<file path="src/rtl/write_data_sel_pkg.sv">
`default_nettype none
// +--------------------------------------------------------------------------+
// | write_data_sel_pkg : shared types and constants for write_data_sel       |
// | Rev 1.0                                                                  |
// +--------------------------------------------------------------------------+
package write_data_sel_pkg;

  typedef enum logic [1:0] {
    EMPTY = 2'd0,
    ONE   = 2'd1,
    TWO   = 2'd2
  } buf_state_t;

  localparam int CNT_W = 16;

endpackage
`default_nettype wire

</file>
<file path="src/rtl/write_data_sel_skid_buf.sv">
`default_nettype none
// +--------------------------------------------------------------------------+
// | skid_buf : 2-entry skid buffer (main output register + skid register)    |
// | Rev 1.0                                                                  |
// +--------------------------------------------------------------------------+
module skid_buf
  import write_data_sel_pkg::*;
#(
  parameter int WIDTH = 32
) (
  input  logic             clk,
  input  logic             rst_n,
  input  logic [WIDTH-1:0] in_data,
  input  logic             in_valid,
  output logic             in_ready,
  output logic [WIDTH-1:0] out_data,
  output logic             out_valid,
  input  logic             out_ready
);

  buf_state_t       r_state;
  buf_state_t       w_state_nxt;
  logic [WIDTH-1:0] r_main;
  logic [WIDTH-1:0] r_skid;
  logic             w_in_fire;
  logic             w_out_fire;
  logic             w_main_from_in;
  logic             w_main_from_skid;
  logic             w_skid_from_in;

  // in_ready decodes only the state flop, so out_ready never reaches it combinationally
  assign in_ready   = (r_state != TWO);
  assign out_valid  = (r_state != EMPTY);
  assign out_data   = r_main;
  assign w_in_fire  = in_valid && in_ready;
  assign w_out_fire = out_valid && out_ready;

  always_comb begin
    w_state_nxt      = r_state;
    w_main_from_in   = 1'b0;
    w_main_from_skid = 1'b0;
    w_skid_from_in   = 1'b0;
    case (r_state)
      EMPTY: begin
        if (w_in_fire) begin
          w_main_from_in = 1'b1;
          w_state_nxt    = ONE;
        end
      end
      ONE: begin
        if (w_in_fire && w_out_fire) begin
          w_main_from_in = 1'b1;
        end else if (w_in_fire) begin
          w_skid_from_in = 1'b1;
          w_state_nxt    = TWO;
        end else if (w_out_fire) begin
          w_state_nxt    = EMPTY;
        end
      end
      TWO: begin
        if (w_out_fire) begin
          w_main_from_skid = 1'b1;
          w_state_nxt      = ONE;
        end
      end
      default: w_state_nxt = EMPTY;
    endcase
  end

  always_ff @(posedge clk or negedge rst_n) begin
    if (!rst_n) begin
      r_state <= EMPTY;
      r_main  <= '0;
      r_skid  <= '0;
    end else begin
      r_state <= w_state_nxt;
      if (w_main_from_in) begin
        r_main <= in_data;
      end else if (w_main_from_skid) begin
        r_main <= r_skid;
      end
      if (w_skid_from_in) begin
        r_skid <= in_data;
      end
    end
  end

endmodule
`default_nettype wire

</file>
<file path="src/rtl/write_data_sel.sv">
`default_nettype none
// +--------------------------------------------------------------------------+
// | write_data_sel : channel select into a skid-buffered output, with        |
// | illegal-select capture and output transfer counter.   Rev 1.0            |
// +--------------------------------------------------------------------------+
module write_data_sel
  import write_data_sel_pkg::*;
#(
  parameter int WIDTH  = 32,
  parameter int N_SRC  = 8,
  parameter int N_USED = 7,
  localparam int SEL_W = ($clog2(N_SRC) > 1) ? $clog2(N_SRC) : 1
) (
  input  logic                   clk,
  input  logic                   rst_n,
  input  logic [N_SRC*WIDTH-1:0] src_data,
  input  logic [SEL_W-1:0]       sel,
  input  logic                   in_valid,
  output logic                   in_ready,
  output logic [WIDTH-1:0]       out_data,
  output logic                   out_valid,
  input  logic                   out_ready,
  input  logic                   err_clr,
  output logic                   err_sticky,
  output logic [SEL_W-1:0]       err_sel,
  output logic [CNT_W-1:0]       xfer_cnt
);

  logic [WIDTH-1:0] w_word;
  logic             w_legal;
  logic             w_in_fire;
  logic             w_out_fire;
  logic             r_err_sticky;
  logic [SEL_W-1:0] r_err_sel;
  logic [CNT_W-1:0] r_xfer_cnt;

  // Only the first N_USED channels are reachable; anything else yields zero
  always_comb begin
    w_word  = '0;
    w_legal = 1'b0;
    for (int k = 0; k < N_USED; k++) begin
      if (sel == SEL_W'(k)) begin
        w_word  = src_data[k*WIDTH +: WIDTH];
        w_legal = 1'b1;
      end
    end
  end

  skid_buf #(
    .WIDTH (WIDTH)
  ) u_skid_buf (
    .clk       (clk),
    .rst_n     (rst_n),
    .in_data   (w_word),
    .in_valid  (in_valid),
    .in_ready  (in_ready),
    .out_data  (out_data),
    .out_valid (out_valid),
    .out_ready (out_ready)
  );

  assign w_in_fire  = in_valid && in_ready;
  assign w_out_fire = out_valid && out_ready;

  always_ff @(posedge clk or negedge rst_n) begin
    if (!rst_n) begin
      r_err_sticky <= 1'b0;
      r_err_sel    <= '0;
      r_xfer_cnt   <= '0;
    end else begin
      if (err_clr) begin
        r_err_sticky <= 1'b0;
        r_err_sel    <= '0;
      end else if (w_in_fire && !w_legal && !r_err_sticky) begin
        r_err_sticky <= 1'b1;
        r_err_sel    <= sel;
      end
      if (w_out_fire) begin
        r_xfer_cnt <= r_xfer_cnt + CNT_W'(1);
      end
    end
  end

  assign err_sticky = r_err_sticky;
  assign err_sel    = r_err_sel;
  assign xfer_cnt   = r_xfer_cnt;

endmodule
`default_nettype wire

</file>
<file path="config.mk">
export PLATFORM = sky130hd
export DESIGN_NAME = write_data_sel
export DESIGN_NICKNAME = d
export VERILOG_FILES = /design/src/rtl/write_data_sel_pkg.sv /design/src/rtl/write_data_sel_skid_buf.sv /design/src/rtl/write_data_sel.sv
export SDC_FILE = /design/constraint.sdc
export NUM_CORES = 1
export LEC_CHECK = 0
export ABC_AREA = 1
export ABC_CLOCK_PERIOD_IN_PS = 1600
export BUFFER_PORTS_ARGS = -buffer_cell sky130_fd_sc_hd__buf_2
export CAP_MARGIN = 0
export CORE_AREA = 2 2 123 125
export CTS_CLUSTER_DIAMETER = 60
export CTS_CLUSTER_SIZE = 25
export DETAILED_ROUTE_END_ITERATION = 8
export DIE_AREA = 0 0 125 127
export GPL_ROUTABILITY_DRIVEN = 0
export GPL_TIMING_DRIVEN = 0
export HOLD_SLACK_MARGIN = 0.02
export PLACE_DENSITY = 0.73
export SETUP_SLACK_MARGIN = 0.15
export SKIP_CTS_REPAIR_TIMING = 1
export SYNTH_ARGS = -nofsm -noshare
export SYNTH_HDL_FRONTEND = slang
export SYNTH_SLANG_ARGS = --single-unit
</file>
<file path="constraint.sdc">
create_clock -name clk -period 1.6 [get_ports clk]
set_clock_uncertainty 0.05 [all_clocks]
set_input_delay 0 -clock clk [delete_from_list [all_inputs] [get_ports clk]]
set_output_delay 0 -clock clk [all_outputs]
set_load 0.05 [all_outputs]
</file>
==> impl_results.md, run 1 <==
* Number of global-route vias before repair at roughly 7000
* Commonest non-fill, non-tap cells in the layout: buf_2, nand2_1, nand4_1
* Max clock buf depth at 2
* DRT Wirelength at between 20000 and 25000 um
* Simple-Gate Fraction of Synth Area at between 40% and 50%
* Slew @ Worst Pin at 0.6554 ns
* Post-synthesis compound-gate area fraction at under 10%
* H-tree level count at 3
* Failing checks: hold timing
* Min setup slack post-route at 0.01851 ns
* CP Launch Type: register
* Final worst-path cycle share at 98.84%
* Main synth FF type: dfrtp_1
* Layout Cells excl Fill at 1399
* Final Hold Viols at 11
* Mux cell area share after synthesis at 0%
* Synth Cell Area at roughly 6000 um2
* Mapped Cells at around 860
* CP Capture Type: register
* Achievable Freq at between 600 and 700 MHz
* Largest net degree at the start of global routing at a little over 60
* Worst rel slew slack at approximately 56%
* Starting Density at 40.67%
* Gr ovfl total at 0
* Share of cells above drive strength 1 at approximately a third
* Place WS at -0.3219 ns
* I/O Pins at approximately 320
* Worst skew pair latency at 0.33 ns
* Die Height at about 130 um
* RSZ-0062 raised after global routing: yes
* Sequential element share of the synthesized area at between 30% and 40%
* Drt first-iter violations at ~630
* Port bufs at between 200 and 300
* Via count at 7472
* Initial DRT Pass Iterations at 7
* Antenna fix cells at 0
* Crit path kind: reg -> reg
* Mean Syn Cell Area at 6.798 um2
* Placeable core area at roughly 14000 um2
* Post-placement cell count at around 1300
* Area share of fa/ha/maj cells after synthesis at less than 1%
* Number of flops mapped to enable cells by yosys at 0
* DR WL/cell at approximately 17 um
* Initial antenna violation count at 0
* Most common cell after layout, fill and taps aside: buf_2
* First-pass GRT wire length at roughly 36000 um
* Total power at 9.595 mW
* Final Critical Period at ~1.6 ns
* Vias per cell at around 5.3
* Fillers at between 1000 and 1500
* Final Setup Violations at 0
* Post-Syn Nets at 1128
* DRT antenna net count at 0
* Ys async rst share at 100.0%
* Leak at about 4.6 nW
* Die W at 125 um
* Min-Delay Path Class: in -> reg
* CP arrival at approximately 1.8 ns
* DP HPWL at approximately 18000 um
* Final nets at about 1500
* Largest family of logic cells by synthesized area: simple AND/OR/NAND/NOR gates
* Tot GR Track Use at between 20 and 30%
* Yosys warning count at 0
* CP max stage cell: dfrtp_1
* WP data required at 1.77 ns
* Die Area at around 16000 um2
* Worst hold slack at -0.02839 ns
* Max Cap Violations at 0
* Synth cell types at 28
* Power Dens Cells at 1115 nW/um2
* Status: finished with violations
* # DRC at 0
* Number of buffers created by CTS at 9
* CTS sink count at 86
* Peak fanout along the critical path at 5
* Slew Limit Fails at 0
* Core Rows at between 40 and 50
* Area growth from synthesis to layout at 46.73%
* Peak VDD IR at 0.8249 mV
* CTS tree: yes
* Worst-path clk slew at 0.07 ns
* Synth Area in XOR/XNOR at slightly below 2%
* CP max stage delay at about 0.44 ns
* Clock Tree Root: clkbuf_16
* Post-synthesis register bit count at 86
* CP cell instances: inv_2 -> nand2_4 -> nand2_8 -> nor3_4 -> nand3_2 -> nor2_4 -> nand2_1 -> xor2_1
-- where the power goes --
| part | switching, mW | internal, mW |
|---|---|---|
| Clock | 0.909 | 1.31 |
| Sequential | 0.401 | 2.83 |
| Combinational | 2.83 | 1.31 |
| Total | 4.14 | 5.45 |
-- through the flow --
step / instance area, um2 / utilization (%) / setup TNS, ns
after floorplan: 5921 / - / -0.01738
after global placement: 7572 / 52.50 / -38.79
after detailed placement: 7602 / 52.71 / -6.957
after CTS: 7919 / 54.90 / -8.525
after global routing: 8608 / 59.68 / -0.4259
final: 8608 / 59.68 / 0
-- kinds of logic (layout without fill, tap and decap cells) --
| kind of cell | after synthesis | in the layout |
|---|---|---|
| adders and majority gates | 1 | 1 |
| DFF | 86 | 86 |
| xor gates and xnor gates | 13 | 13 |
| buffers and inverters | 152 | 504 |
| and+or+nand+nor | 552 | 552 |
| AOI/OAI and AO/OA | 59 | 59 |
-- synth_stat cells, types with 5 or more instances --
| library cell | number | area, um2 |
|---|---|---|
| buf_6 | 10 | 112.6 |
| o21ai_1 | 16 | 80.08 |
| nand3_1 | 62 | 310.3 |
| buf_2 | 19 | 95.09 |
| buf_4 | 9 | 67.56 |
| inv_2 | 12 | 45.04 |
| a22o_1 | 11 | 96.34 |
| nand2_1 | 272 | 1021 |
| nor2_1 | 77 | 289.0 |
| nand4_1 | 119 | 744.5 |
| clkbuf_1 | 15 | 56.30 |
| xor2_1 | 8 | 70.07 |
| dfrtp_1 | 86 | 2152 |
| inv_1 | 86 | 322.8 |
| o21ai_0 | 30 | 150.1 |
| xnor2_1 | 5 | 43.79 |
-- worst paths after layout --
check                                       startpoint                 endpoint  cells past startpoint  slack [ns]
min in group asynchronous                        rst_n   u_skid_buf.out_data[6]                      2        0.08
worst max-delay path             u_skid_buf.r_state[0]             xfer_cnt[10]                      8        0.02
worst min register to register  u_skid_buf.out_data[8]   u_skid_buf.out_data[8]                      2        0.42
max in group asynchronous                        rst_n              xfer_cnt[4]                      3        0.79
worst min-delay path                     src_data[183]  u_skid_buf.out_data[23]                      5       -0.03
worst max register to register   u_skid_buf.r_state[0]             xfer_cnt[10]                      8        0.02
-- routing by layer --
metal	wire length [um]	vias up	GRT usage [%]
met5	0	-	0
met2	11580	467	47.70
li1	-	3539	-
met4	852	0	10.20
met1	9626	3395	36.94
met3	2204	71	5.779
-- critical path, delay by kind of cell (launching register included) --
family / cells / cell delay, ns
simple gates: 6 / 0.71
flops: 1 / 0.44
xor+xnor: 1 / 0.16
buf+inv: 1 / 0.09
-- layout make-up --
cell class	count	area, um2	area share [%]
plain buffers	53	404.1	4.695
clock buffers	11	252.7	2.936
clock inverters	5	63.81	0.7413
inverters	99	391.6	4.549
multi-input cells	625	3141	36.48
flip-flops and latches	86	2167	25.17
well taps	184	230.2	2.674
repair buffers	336	1958	22.75
-- flip-flops by register name, summed over array words and instances, names as in the netlist --
register,flops
err_sticky,1
err_sel,3
u_skid_buf.r_state,2
u_skid_buf.r_skid,32
xfer_cnt,16
u_skid_buf.out_data,32
No activity file was read; power rests on OpenSTA's default activity.
==> run 2, diff against run 1 <==
==> constraint.sdc (replaced) <==
create_clock -name clk -period 1.6 [get_ports clk]
set_clock_uncertainty 0.05 [all_clocks]
set_input_delay 0.32 -clock clk [delete_from_list [all_inputs] [get_ports clk]]
set_output_delay 0.32 -clock clk [all_outputs]
set_load 0.05 [all_outputs]
==> run 2 against run 1 <==
  * The flow now finishes without violations
  * Sequential power about the same
  * Maximum frequency rose by 0.64%
  * First-iteration DRC count shrank 4.6%
  * Non-clock buffer count decreased by 41
  * Critical endpoint is now u_skid_buf.out_data[29]
  * Critical path depth grew 2
  * Clock power about the same
  * Sequential share of layout area grew 1.1 points
  * Critical path type unchanged
  * Combinational power down 4%
==> impl_results.md, run 2 (same netlist as run 1, synthesis figures left out) <==
* WP data required at 1.77 ns (about the same)
* Peak VDD IR at 0.7961 mV (-3.5%)
* DR WL/cell at 17.27 um (-0.45%)
* Worst skew pair latency at 0.33 ns (about the same)
* Commonest non-fill, non-tap cells in the layout: buf_2, nand2_1, nand4_1
* Number of global-route vias before repair at 6963 (unchanged)
* Drt first-iter violations at 604 (-4.6%)
* Min setup slack post-route at 0.02851 ns (+0.009996 ns)
* Slew @ Worst Pin at 0.4999 ns (-0.1555 ns)
* CP max stage delay at 0.44 ns (about the same)
* Final nets at 1434 (-2.8%)
* CTS tree: yes
* Placeable core area at 14420 um2 (unchanged)
* Met3 wire len at 1973 um (-10%)
* Crit path kind: reg -> reg
* CP max stage cell: dfrtp_1
* Core Rows at 44 (unchanged)
* Worst rel slew slack at 66.68% (+10 points)
* Post-placement cell area at 7602 um2 (unchanged)
* Port bufs at 284 (unchanged)
* Initial DRT Pass Iterations at 5 (-2)
* Fillers at 1417 (+5.1%)
* Final worst-path cycle share at 98.22% (-0.62 points)
* Starting Density at 40.67% (unchanged)
* DRT antenna net count at 0 (unchanged)
* Area growth from synthesis to layout at 40.35%
* Worst-path clk slew at 0.07 ns (about the same)
* Final Critical Period at 1.571 ns (-0.009996 ns)
* RSZ-0062 raised after global routing: yes
* Met1 wire length at 9642 um (+0.17%)
* # DRC at 0 (unchanged)
* Die Height at 127 um (unchanged)
* Power Dens Cells at 1149 nW/um2 (+3.1%)
* CP arrival at 1.74 ns (about the same)
* Final core utilization at 57.09% (-2.6 points)
* DRT Wirelength at 23470 um (-3.3%)
* Status: complete, no violations
* Final Hold Viols at 0 (-11)
* Max Cap Violations at 0 (unchanged)
* Peak fanout along the critical path at 9 (+4)
* Gr ovfl total at 0 (unchanged)
* Top layer in use: met4
* Die W at 125 um (unchanged)
* CP Launch Type: register
* Slew Limit Fails at 0 (unchanged)
* Clock Tree Root: clkbuf_16
* First-pass GRT wire length at 35910 um (unchanged)
* Number of buffers created by CTS at 9 (unchanged)
* CP bufs+invs at 5 (+4)
* I/O Pins at 318 (unchanged)
* Final Setup Violations at 0 (unchanged)
* Min-Delay Path Class: in -> reg
* Tot GR Track Use at 28.52% (unchanged)
* Die Area at 15880 um2 (unchanged)
* Achievable Freq at 636.3 MHz (+0.64%)
* Largest net degree at the start of global routing at 61 (unchanged)
* Most common cell after layout, fill and taps aside: buf_2
* DP HPWL at 17890 um (unchanged)
* Vias per cell at 5.350 (+0.17%)
* Fin area at 8234 um2 (-4.3%)
* CP Capture Type: register
* Initial antenna violation count at 0 (unchanged)
* Max clock buf depth at 2 (unchanged)
* Place WS at -0.3219 ns (unchanged)
* H-tree level count at 3 (unchanged)
* Met2 wire len at 10950 um (-5.4%)
* CP cell instances: nor2_4 -> inv_6 -> nor2_4 -> inv_2 -> nand2_4 -> inv_6 -> clkbuf_16 -> a22o_1 -> inv_1 -> nand2_1
* Share of cells above drive strength 1 at 36.46% (+1.6 points)
* Top cell family by delay on the critical path: flip-flops
* Total power at 9.461 mW (-1.4%)
* Leak at 4.463 nW (-3.7%)
* Via count at 7271 (-2.7%)
* CTS sink count at 86 (unchanged)
run 2: changes by cell type in the layout (fill, tap and decap cells not counted), sizes merged:
cell,before,now
clkbuf,20,23
diode,0,1
dlygate4sd3,36,1
buf,344,335
run 2: metal layers:
metal | up-vias | GRT usage [%]
met3 | 74 | 5.779
met1 | 3303 | 36.94
li1 | 3461 | -
met2 | 433 | 47.70
met4 | 0 | 10.20
met5 | - | 0
run 2: path summary, 6_finish.rpt:
kind	from	endpoint	slack [ns]	depth (start not counted)
max	u_skid_buf.r_state[0]	u_skid_buf.out_data[29]	0.03	10
min	err_clr	err_sticky	0.12	2
max reg2reg	u_skid_buf.r_state[0]	u_skid_buf.out_data[29]	0.03	10
min reg2reg	u_skid_buf.out_data[8]	u_skid_buf.out_data[8]	0.43	2
max in group asynchronous	rst_n	u_skid_buf.r_skid[8]	0.46	3
min in group asynchronous	rst_n	u_skid_buf.out_data[6]	0.40	2
run 2: power by group:
| group | internal, mW | switching (mW) | leakage [nW] |
|---|---|---|---|
| Clock | 1.31 | 0.930 | 0.153 |
| Sequential | 2.83 | 0.400 | 1.05 |
| Combinational | 1.22 | 2.76 | 3.26 |
run 2: area by class of cell:
| type | count | area (um2) | share of cell area, % |
|---|---|---|---|
| clock inverters | 5 | 63.81 | 0.7750 |
| multi-input cells | 625 | 3144 | 38.19 |
| clock buffers | 11 | 252.7 | 3.069 |
| diodes | 1 | 2.502 | 0.03039 |
| repair buffers | 295 | 1564 | 18.99 |
| flip-flops and latches | 86 | 2167 | 26.32 |
| plain buffers | 53 | 417.9 | 5.075 |
| inverters | 99 | 391.6 | 4.756 |
| well taps | 184 | 230.2 | 2.796 |
run 2: through the flow:
step | setup TNS, ns | hold slack (ns) | cells
6_report | 0 | 0.1164 | 1359
5_1_grt | -0.2475 | 0.09937 | 1358
4_1_cts | -8.546 | -0.1410 | 1348
3_5_place_dp | -13.02 | 0.2189 | 1332
3_3_place_gp | -72.90 | 0.4044 | 1331
2_1_floorplan | -0.01738 | -0.02559 | 863
==> run 3, diff against run 2 <==
CORE_AREA = 2 2 122 124   (was 2 2 123 125)
CTS_BUF_LIST = sky130_fd_sc_hd__clkbuf_2   (was not set)
DIE_AREA = 0 0 124 126   (was 0 0 125 127)
PLACE_DENSITY = 0.75   (was 0.73)
==> run 3 against run 2 <==
  * The flow now finishes with violations (setup timing)
  * Critical path depth shrank 7
  * Power shrank 1.3%
  * Sequential power grew 2%
  * Critical endpoint is now out_valid
  * Largest cell class unchanged
==> impl_results.md, run 3 (same netlist as run 1, synthesis figures left out) <==
* Commonest non-fill, non-tap cells in the layout: nand2_1, buf_2, nand4_1
* Status: finished with violations
* Max Cap Violations at 0 (unchanged)
* Starting Density at 40.99% (+0.31 points)
* CP arrival at 1.41 ns (-0.33 ns)
* Vias per cell at 5.330 (-0.37%)
* Gr ovfl total at 0 (unchanged)
* H-tree level count at 3 (unchanged)
* Failing checks: setup timing
* Final Critical Period at 1.784 ns (+0.2126 ns)
* DRT Wirelength at 24130 um (+2.8%)
* Fillers at 1358 (-4.2%)
* DR WL/cell at 17.28 um (about the same)
* Number of global-route vias before repair at 6852 (-1.6%)
* Placeable core area at 14310 um2 (-0.76%)
* Final nets at 1471 (+2.6%)
* DRT antenna net count at 0 (unchanged)
* Final Setup Violations at 12 (+12)
* # DRC at 0 (unchanged)
* Worst-path clk slew at 0.25 ns (+0.18 ns)
* CP bufs+invs at 2 (-3)
* WP data required at 1.23 ns (-0.54 ns)
* CTS tree: yes
* Slew @ Worst Pin at 0.5483 ns (+0.04842 ns)
* Total power at 9.341 mW (-1.3%)
* Worst rel slew slack at 63.45% (-3.2 points)
* Drt first-iter violations at 671 (+11%)
* CP cell instances: inv_2 -> nand2_4 -> buf_6
* Worst hold slack at 0.04620 ns (-0.07022 ns)
* Number of buffers created by CTS at 9 (unchanged)
* Port bufs at 284 (unchanged)
* Crit path kind: reg -> out
* First-pass GRT wire length at 35040 um (-2.4%)
* DP HPWL at 17900 um (about the same)
* Final Hold Viols at 0 (unchanged)
* Tot GR Track Use at 29.35% (+0.83 points)
* RSZ-0062 raised after global routing: yes
* CTS sink count at 86 (unchanged)
* Top cell family by delay on the critical path: flip-flops
* CP Launch Type: register
* Final worst-path cycle share at 111.5% (+13 points)
* Peak VDD IR at 0.8769 mV (+10%)
* Max clock buf depth at 2 (unchanged)
* Core Rows at 44 (unchanged)
* CP max stage cell: dfrtp_1
* Fin area at 8673 um2 (+5.3%)
* CP Capture Type: primary output
* Leak at 4.676 nW (+4.8%)
* CP max stage delay at 0.49 ns (+0.05 ns)
* Largest net degree at the start of global routing at 49 (-20%)
* Clock Tree Root: clkbuf_2
* Share of cells above drive strength 1 at 36.91% (+0.46 points)
* Achievable Freq at 560.5 MHz (-12%)
* Post-placement cell area at 7602 um2 (unchanged)
* Die Area at 15620 um2 (-1.6%)
* Via count at 7441 (+2.3%)
* Min setup slack post-route at -0.1841 ns (-0.2126 ns)
* Min-Delay Path Class: in -> reg
* Die Height at 126 um (-0.79%)
* Peak fanout along the critical path at 3 (-6)
* Power Dens Cells at 1077 nW/um2 (-6.3%)
* Worst skew pair latency at 0.54 ns (+0.21 ns)
* Initial DRT Pass Iterations at 6 (+1)
* Most common cell after layout, fill and taps aside: nand2_1
* I/O Pins at 318 (unchanged)
* Area growth from synthesis to layout at 47.84%
* Initial antenna violation count at 1 (+1)
* Slew Limit Fails at 0 (unchanged)
* Die W at 124 um (-0.80%)
## run 3: cell types whose count changed in the layout (fill, tap and decap cells not counted), sizes merged
| cell | previous run | this run |
|---|---|---|
| dlygate4sd3 | 1 | 6 |
| bufinv | 1 | 2 |
| clkinv | 1 | 4 |
| clkbuf | 23 | 25 |
| clkinvlp | 1 | 0 |
| inv | 101 | 99 |
| buf | 335 | 364 |
## run 3: power breakdown
part | switching, mW | internal [mW]
Sequential | 0.455 | 2.82
Clock | 0.801 | 0.525
Combinational | 2.87 | 1.86
Total | 4.13 | 5.21
## run 3: layer usage
| metal | global-route usage [%] | part of all wire [%] |
|---|---|---|
| met1 | 37.25 | 39 |
| met2 | 48.29 | 48 |
| met3 | 5.571 | 8.3 |
| met4 | 13.09 | 4.0 |
| met5 | 0 | 0 |
## run 3: path summary, 6_finish.rpt
| check | startpoint | end | slack [ns] | cells past startpoint |
|---|---|---|---|---|
| max | u_skid_buf.r_state[0] | out_valid | -0.18 | 3 |
| min | src_data[169] | u_skid_buf.r_skid[9] | 0.05 | 5 |
| max reg2reg | u_skid_buf.r_state[1] | err_sel[2] | -0.08 | 7 |
| min reg2reg | u_skid_buf.r_skid[25] | u_skid_buf.r_skid[25] | 0.47 | 2 |
| max in group asynchronous | rst_n | u_skid_buf.r_skid[16] | 0.63 | 3 |
| min in group asynchronous | rst_n | xfer_cnt[13] | 0.18 | 2 |
## run 3: cell type report
type	count	area [um2]	share of cell area, %
Multi-Input combinational cell	625	3128	36.06
Timing Repair Buffer	332	2212	25.50
Sequential cell	86	2167	24.99
Buffer	53	410.4	4.732
Inverter	99	386.6	4.458
Tap cell	184	230.2	2.654
Clock inverter	6	86.33	0.9954
Clock buffer	10	50.05	0.5770
Antenna cell	1	2.502	0.02885
## run 3: through the flow
step / util, % / setup slack (ns) / TNS [ns] / std cells
final: 60.59 / -0.1841 / -0.6292 / 1396
after global routing: 60.59 / -0.2699 / -4.271 / 1396
after CTS: 54.06 / -0.3399 / -12.35 / 1348
after detailed placement: 53.11 / -0.3100 / -12.74 / 1332
after global placement: 52.90 / -0.7983 / -68.54 / 1331
after floorplan: - / -0.008738 / -0.01738 / 863
## run 3: worst reg2reg max path, delay by kind of cell (launching register included)
kind                   cells  cell delay [ns]
AND/OR/NAND/NOR            4             0.68
flip-flops                 1             0.47
AO/OA/AOI/OAI              2             0.31
buffers and inverters      1             0.13
